`src/rtl/c4_move_sequencer.sv`:
```
// ---------------------------------------------------------------------------
// c4_move_sequencer
//
// Sequences the Connect-4 board memory for one piece drop. A request names a
// column; the sequencer scans that column bottom-up with timed read pulses
// until it finds an empty cell. It then writes the current player's piece
// there and reports the outcome to the game FSM with a one-cycle pulse.
//
// Ports
//   i_clk          clock
//   i_reset        synchronous, active-high reset (aborts any move in flight)
//   i_move_valid   drop request, accepted in IDLE only
//   i_move_col     requested column
//   o_move_ready   high only while IDLE
//   i_new_game     resets the turn to player 0, honoured in IDLE only
//   i_rd_cells     read row from memory; column c at bits [2c+1:2c]
//                  (00 empty, 01 player 0, 10 player 1, 11 treated as occupied)
//   o_rdaddr       memory read address (held through setup, read and wait)
//   o_ren          one-cycle memory read strobe
//   o_waddr        memory write address
//   o_wen          one-cycle memory write strobe
//   o_colval       column for the write
//   o_player       player for the write (1 writes 10, 0 writes 01)
//   o_cur_player   whose turn it is
//   o_move_done    one-cycle result pulse
//   o_move_status  00 ok, 01 column full, 10 invalid column
//   o_move_row     address written (meaningful when status is 00)
// ---------------------------------------------------------------------------
module c4_move_sequencer #(
    parameter int unsigned NUM_ROWS    = 8,
    parameter int unsigned NUM_COLS    = 7,
    parameter logic [4:0]  BOTTOM_ADDR = 5'd31,
    parameter int unsigned SETUP_CYC   = 4,
    parameter int unsigned RD_LAT      = 1
) (
    input  logic        i_clk,
    input  logic        i_reset,
    input  logic        i_move_valid,
    input  logic [2:0]  i_move_col,
    output logic        o_move_ready,
    input  logic        i_new_game,
    input  logic [15:0] i_rd_cells,
    output logic [4:0]  o_rdaddr,
    output logic        o_ren,
    output logic [4:0]  o_waddr,
    output logic        o_wen,
    output logic [2:0]  o_colval,
    output logic        o_player,
    output logic        o_cur_player,
    output logic        o_move_done,
    output logic [1:0]  o_move_status,
    output logic [4:0]  o_move_row
);

    // Counter widths follow the parameters; both counters count up from 0.
    localparam int unsigned ROW_W   = (NUM_ROWS > 1) ? $clog2(NUM_ROWS) : 1;
    localparam int unsigned DLY_MAX = (SETUP_CYC > RD_LAT) ? SETUP_CYC : RD_LAT;
    localparam int unsigned DLY_W   = (DLY_MAX > 1) ? $clog2(DLY_MAX) : 1;

    localparam logic [ROW_W-1:0] LAST_ROW   = ROW_W'(NUM_ROWS - 1);
    localparam logic [DLY_W-1:0] SETUP_LAST = DLY_W'(SETUP_CYC - 1);
    localparam logic [DLY_W-1:0] RD_LAST    = DLY_W'(RD_LAT - 1);

    localparam logic [1:0] STAT_OK   = 2'b00;
    localparam logic [1:0] STAT_FULL = 2'b01;
    localparam logic [1:0] STAT_BAD  = 2'b10;

    typedef enum logic [2:0] {
        StIdle,
        StSetup,
        StRead,
        StWait,
        StCheck,
        StWsetup,
        StWrite,
        StDone
    } state_e;

    state_e           r_state;
    logic [2:0]       r_col;
    logic [4:0]       r_addr;
    logic [ROW_W-1:0] r_row_cnt;
    logic [DLY_W-1:0] r_dly_cnt;
    logic [1:0]       r_status;
    logic             r_cur_player;

    state_e           w_state_nxt;
    logic [2:0]       w_col_nxt;
    logic [4:0]       w_addr_nxt;
    logic [ROW_W-1:0] w_row_cnt_nxt;
    logic [DLY_W-1:0] w_dly_cnt_nxt;
    logic [1:0]       w_status_nxt;
    logic             w_cur_player_nxt;

    logic             w_col_bad;
    logic [1:0]       w_field;

    // NUM_COLS may be 8, in which case every 3-bit column is legal.
    assign w_col_bad = (32'(i_move_col) >= NUM_COLS);

    // Cell of the latched column within the row just read.
    assign w_field = i_rd_cells[{r_col, 1'b0} +: 2];

    // ------------------------------------------------------------------
    // State register
    // ------------------------------------------------------------------
    always_ff @(posedge i_clk) begin
        if (i_reset) begin
            r_state      <= StIdle;
            r_col        <= 3'd0;
            r_addr       <= 5'd0;
            r_row_cnt    <= '0;
            r_dly_cnt    <= '0;
            r_status     <= STAT_OK;
            r_cur_player <= 1'b0;
        end else begin
            r_state      <= w_state_nxt;
            r_col        <= w_col_nxt;
            r_addr       <= w_addr_nxt;
            r_row_cnt    <= w_row_cnt_nxt;
            r_dly_cnt    <= w_dly_cnt_nxt;
            r_status     <= w_status_nxt;
            r_cur_player <= w_cur_player_nxt;
        end
    end

    // ------------------------------------------------------------------
    // Next state and outputs
    // ------------------------------------------------------------------
    always_comb begin
        w_state_nxt      = r_state;
        w_col_nxt        = r_col;
        w_addr_nxt       = r_addr;
        w_row_cnt_nxt    = r_row_cnt;
        w_dly_cnt_nxt    = r_dly_cnt;
        w_status_nxt     = r_status;
        w_cur_player_nxt = r_cur_player;

        o_move_ready  = 1'b0;
        o_rdaddr      = 5'd0;
        o_ren         = 1'b0;
        o_waddr       = 5'd0;
        o_wen         = 1'b0;
        o_colval      = 3'd0;
        o_player      = 1'b0;
        o_move_done   = 1'b0;
        o_move_status = 2'b00;
        o_move_row    = 5'd0;

        unique case (r_state)
            StIdle: begin
                o_move_ready = 1'b1;
                if (i_new_game) begin
                    w_cur_player_nxt = 1'b0;
                end
                if (i_move_valid) begin
                    w_col_nxt     = i_move_col;
                    w_addr_nxt    = BOTTOM_ADDR;
                    w_row_cnt_nxt = '0;
                    w_dly_cnt_nxt = '0;
                    if (w_col_bad) begin
                        w_status_nxt = STAT_BAD;
                        w_state_nxt  = StDone;
                    end else begin
                        w_status_nxt = STAT_OK;
                        w_state_nxt  = StSetup;
                    end
                end
            end

            StSetup: begin
                o_rdaddr = r_addr;
                if (r_dly_cnt == SETUP_LAST) begin
                    w_dly_cnt_nxt = '0;
                    w_state_nxt   = StRead;
                end else begin
                    w_dly_cnt_nxt = r_dly_cnt + 1'b1;
                end
            end

            StRead: begin
                o_rdaddr      = r_addr;
                o_ren         = 1'b1;
                w_dly_cnt_nxt = '0;
                w_state_nxt   = StWait;
            end

            StWait: begin
                o_rdaddr = r_addr;
                if (r_dly_cnt == RD_LAST) begin
                    w_dly_cnt_nxt = '0;
                    w_state_nxt   = StCheck;
                end else begin
                    w_dly_cnt_nxt = r_dly_cnt + 1'b1;
                end
            end

            StCheck: begin
                o_rdaddr = r_addr;
                if (w_field == 2'b00) begin
                    w_status_nxt = STAT_OK;
                    w_state_nxt  = StWsetup;
                end else if (r_row_cnt == LAST_ROW) begin
                    // Top row is occupied too: nothing to write.
                    w_status_nxt = STAT_FULL;
                    w_state_nxt  = StDone;
                end else begin
                    w_row_cnt_nxt = r_row_cnt + 1'b1;
                    w_addr_nxt    = r_addr - 5'd1;
                    w_state_nxt   = StSetup;
                end
            end

            StWsetup: begin
                o_waddr     = r_addr;
                o_colval    = r_col;
                o_player    = r_cur_player;
                w_state_nxt = StWrite;
            end

            StWrite: begin
                o_waddr     = r_addr;
                o_colval    = r_col;
                o_player    = r_cur_player;
                o_wen       = 1'b1;
                w_state_nxt = StDone;
            end

            StDone: begin
                o_move_done   = 1'b1;
                o_move_status = r_status;
                o_move_row    = (r_status == STAT_OK) ? r_addr : 5'd0;
                // Only a successful drop passes the turn.
                if (r_status == STAT_OK) begin
                    w_cur_player_nxt = ~r_cur_player;
                end
                w_state_nxt = StIdle;
            end

            default: begin
                w_state_nxt = StIdle;
            end
        endcase
    end

    assign o_cur_player = r_cur_player;

endmodule
```
`config.mk`:
```
export PLATFORM = sky130hd
export DESIGN_NAME = c4_move_sequencer
export DESIGN_NICKNAME = d
export VERILOG_FILES = /design/src/rtl/c4_move_sequencer.sv
export SDC_FILE = /design/constraint.sdc
export NUM_CORES = 1
export LEC_CHECK = 0
export BUFFER_PORTS_ARGS = -buffer_cell sky130_fd_sc_hd__buf_2
export CAP_MARGIN = 25
export CORE_AREA = 2 2 60 62
export CTS_BUF_LIST = sky130_fd_sc_hd__clkbuf_16
export DETAILED_ROUTE_END_ITERATION = 8
export DIE_AREA = 0 0 62 64
export GPL_ROUTABILITY_DRIVEN = 0
export PLACE_DENSITY = 0.64
export RECOVER_POWER = 50
export SLEW_MARGIN = 20
export SYNTH_ARGS = -nofsm -noshare
export SYNTH_HDL_FRONTEND = slang
export SYNTH_SLANG_ARGS = --single-unit
```
`constraint.sdc`:
```
create_clock -name i_clk -period 2.4 [get_ports i_clk]
set_input_delay 0.36 -clock i_clk [delete_from_list [all_inputs] [get_ports i_clk]]
set_output_delay 0.36 -clock i_clk [all_outputs]
set_load 0.1 [all_outputs]
```
==> flow_summary.yaml <==
timing:
  rsz0062_at_grt: "false"
  period_minus_slack_ns: 2.23
  setup_viol: 0
  whs_ns: 0.353
  worst_slew_pin_slew_ns: 1.18
  hold_viol: 0
  max_freq_mhz: 449
  drv_slew: 0
  fin_crit_sh_pct: 92.8
  worst_clock_skew_ns: 0.00209
  slew_headroom_pct: 21.9
placement:
  hpwl_um: 2590
  port_buffers: 48
  place_area_um2: 1630
layout:
  diodes: 0
  fill_cells: 312
  nNetsFinal: 234
  area_growth_pct: 33.7
  drive_gt1_share_pct: 30.9
  fin_util_pct: 51.8
  final_cell_area_um2: 1700
die:
  core_area_um2: 3280
  num_io_pins: 49
  die_h_um: 64
  dieArea_um2: 3970
  num_rows: 21
  initial_core_util_pct: 38.8
  fp.dieW_um: 62
synthesis:
  synth.most_common_cell: "dfxtp_1"
  yosysUniqueCellTypes: 42
  avgSynthCellArea_um2: 7.96
  ys_seq_elements: 19
  yosysWarnings: 0
  synthesis.nets: 189
  synth-seq-area-share_pct: 29.9
  postSynth.asyncResetShare_pct: 0
  syn_inst: 160
  syn_area_um2: 1270
  synth-main-ff-cell: "dfxtp_1"
  synth_edf_count: 0
  yosysTopAreaCellShare_pct: 29.9
  synthTopCellsByArea: "dfxtp_1 (30%), and2_1 (6.9%), ha_1 (5.9%), a21oi_1 (5.1%), and3_1 (4.9%)"
  synth_top_area_cell: "dfxtp_1"
  synth_common_cells: "dfxtp_1 (19), and2_1 (14), a21oi_1 (13)"
power:
  vdd_drop_max_v: 0.000321
  p_total_mw: 1.09
  leakage_nw: 0.757
  power_density_nw_per_um2: 642
clock_tree:
  path_clk_slew_ns: 0.05
  postCtsSetupBuffers: 0
  cts_root_buf: "clkbuf_16"
  worst_skew_pair.late_latency_ns: 0.25
  clock_path_buffers: 2
  cts_made_buffers: 3
  cts_sinks: 19
  htreeDepth: 1
  tritoncts: "built"
routing:
  highest_layer: "met4"
  viasPerCell: 5.41
  vias: 1353
  dr.pass1.iters: 4
  drtIter0Drc: 69
  wl_per_cell_um: 13.8
  wl_met1_um: 1490
  drc: 0
  drt_wl_total_um: 3440
  wl_met3_um: 272
  final_antenna_net_count: 0
  route.met2.wl_um: 1640
setup_path:
  crit_required_ns: 2.04
  crit_type: "reg2out"
  crit_path_start_kind: "flip-flop"
  cp.arrival_ns: 1.87
  critPathMaxFanout: 14
  end_kind: "primary output"
status:
  outcome: "finished clean"
grt:
  grt_first_pass_wirelength_um: 5150
  antenna_found_initial: 0
  overflow: 0
  grt_max_degree: 26
  track_usage_pct: 17.1
  first_global_vias: 1225
hold_path:
  min_path_type: "in2reg"
run:
  maxCapViolations: 0
[final timing paths]
check                      from          end  slack, ns  depth (start not counted)
setup / recovery     r_state[0]   o_waddr[2]       0.17                          3
hold / removal    i_move_col[1]     r_col[1]       0.35                          3
setup reg to reg       r_col[2]    r_addr[0]       0.31                          5
hold reg to reg     r_status[0]  r_status[0]       0.49                          2
[critical path, cell delays in order, from the launching register on]
cell and delay, ns:
dfxtp_2 0.47, xor2_1 0.49, and3_1 0.23, buf_2 0.42
[registers in the layout, summed over array words and instances, names as in the netlist]
register	count
o_cur_player	1
r_dly_cnt	2
r_addr	5
r_col	3
r_state	3
r_status	2
r_row_cnt	3
[final cells by class]
class,count,area [µm²],share of cell area (%)
clock buffers,3,75.1,4.41
flip-flops and latches,19,382,22.4
inverters,5,18.8,1.10
clock inverters,1,5.00,0.294
well taps,46,57.6,3.38
multi-input cells,125,832,48.9
repair buffers,51,333,19.5
[what timing repair did]
action | 4_1_cts | 5_1_grt
hold buffers | 0 | 0
setup endpoints to repair | 0 | 14
endpoints found under the hold margin | 0 | 0
gates resized for setup | 0 | 1
[metal layers]
layer | up-vias | global-route usage, %
met4 | 0 | 6.12
met5 | - | 0
met2 | 59 | 29.3
li1 | 682 | -
met1 | 607 | 20.2
met3 | 5 | 3.85
[placed cells by master (no fill, tap or decap), types with 2 or more instances in the layout]
master     Yosys  layout
clkbuf_16      0       3
a21oi_1       13      13
nand2_1       12      12
a311oi_1       4       4
dfxtp_1       19      18
ha_1           6       6
nor4_1         6       6
nor4bb_1       2       2
buf_4          1       2
o21ai_0        3       3
and2_2         0       5
nor2b_1        4       4
buf_12         0       5
o211ai_1       4       4
nor4b_1        4       4
and2_1        14       8
clkbuf_2       0       6
nor3_1         5       5
nand3_1        4       4
and3_1        10       9
nor2_1         8       8
inv_1          5       5
clkbuf_1       7       2
a211oi_1       4       4
buf_2          2      36
[per-stage QoR]
stage          instances  setup TNS [ns]  worst slack (ns)
2_1_floorplan        160          -0.780            -0.231
3_3_place_gp         246               0             0.379
3_5_place_dp         246               0             0.323
4_1_cts              250               0            0.0460
5_1_grt              250               0            0.0273
6_report             250               0             0.173
[power by group]
group          leakage (nW)  total, mW  internal, mW  switching (mW)
sequential            0.156      0.382         0.342          0.0403
combinational         0.561      0.363         0.101           0.263
clock                0.0409      0.347         0.224           0.123
[cell families after synthesis]
family                   count (synthesis)  synth area share [%]
AND/OR/NAND/NOR                         78                  35.8
flip-flops                              19                  29.9
XOR/XNOR                                 2                  1.38
adder cells (fa/ha/maj)                  6                  5.89
AO/OA/AOI/OAI                           36                  18.8
buffers and inverters                   16                  5.80
multiplexers                             3                  2.55
Note: power is estimated with default switching activity, not from simulation.
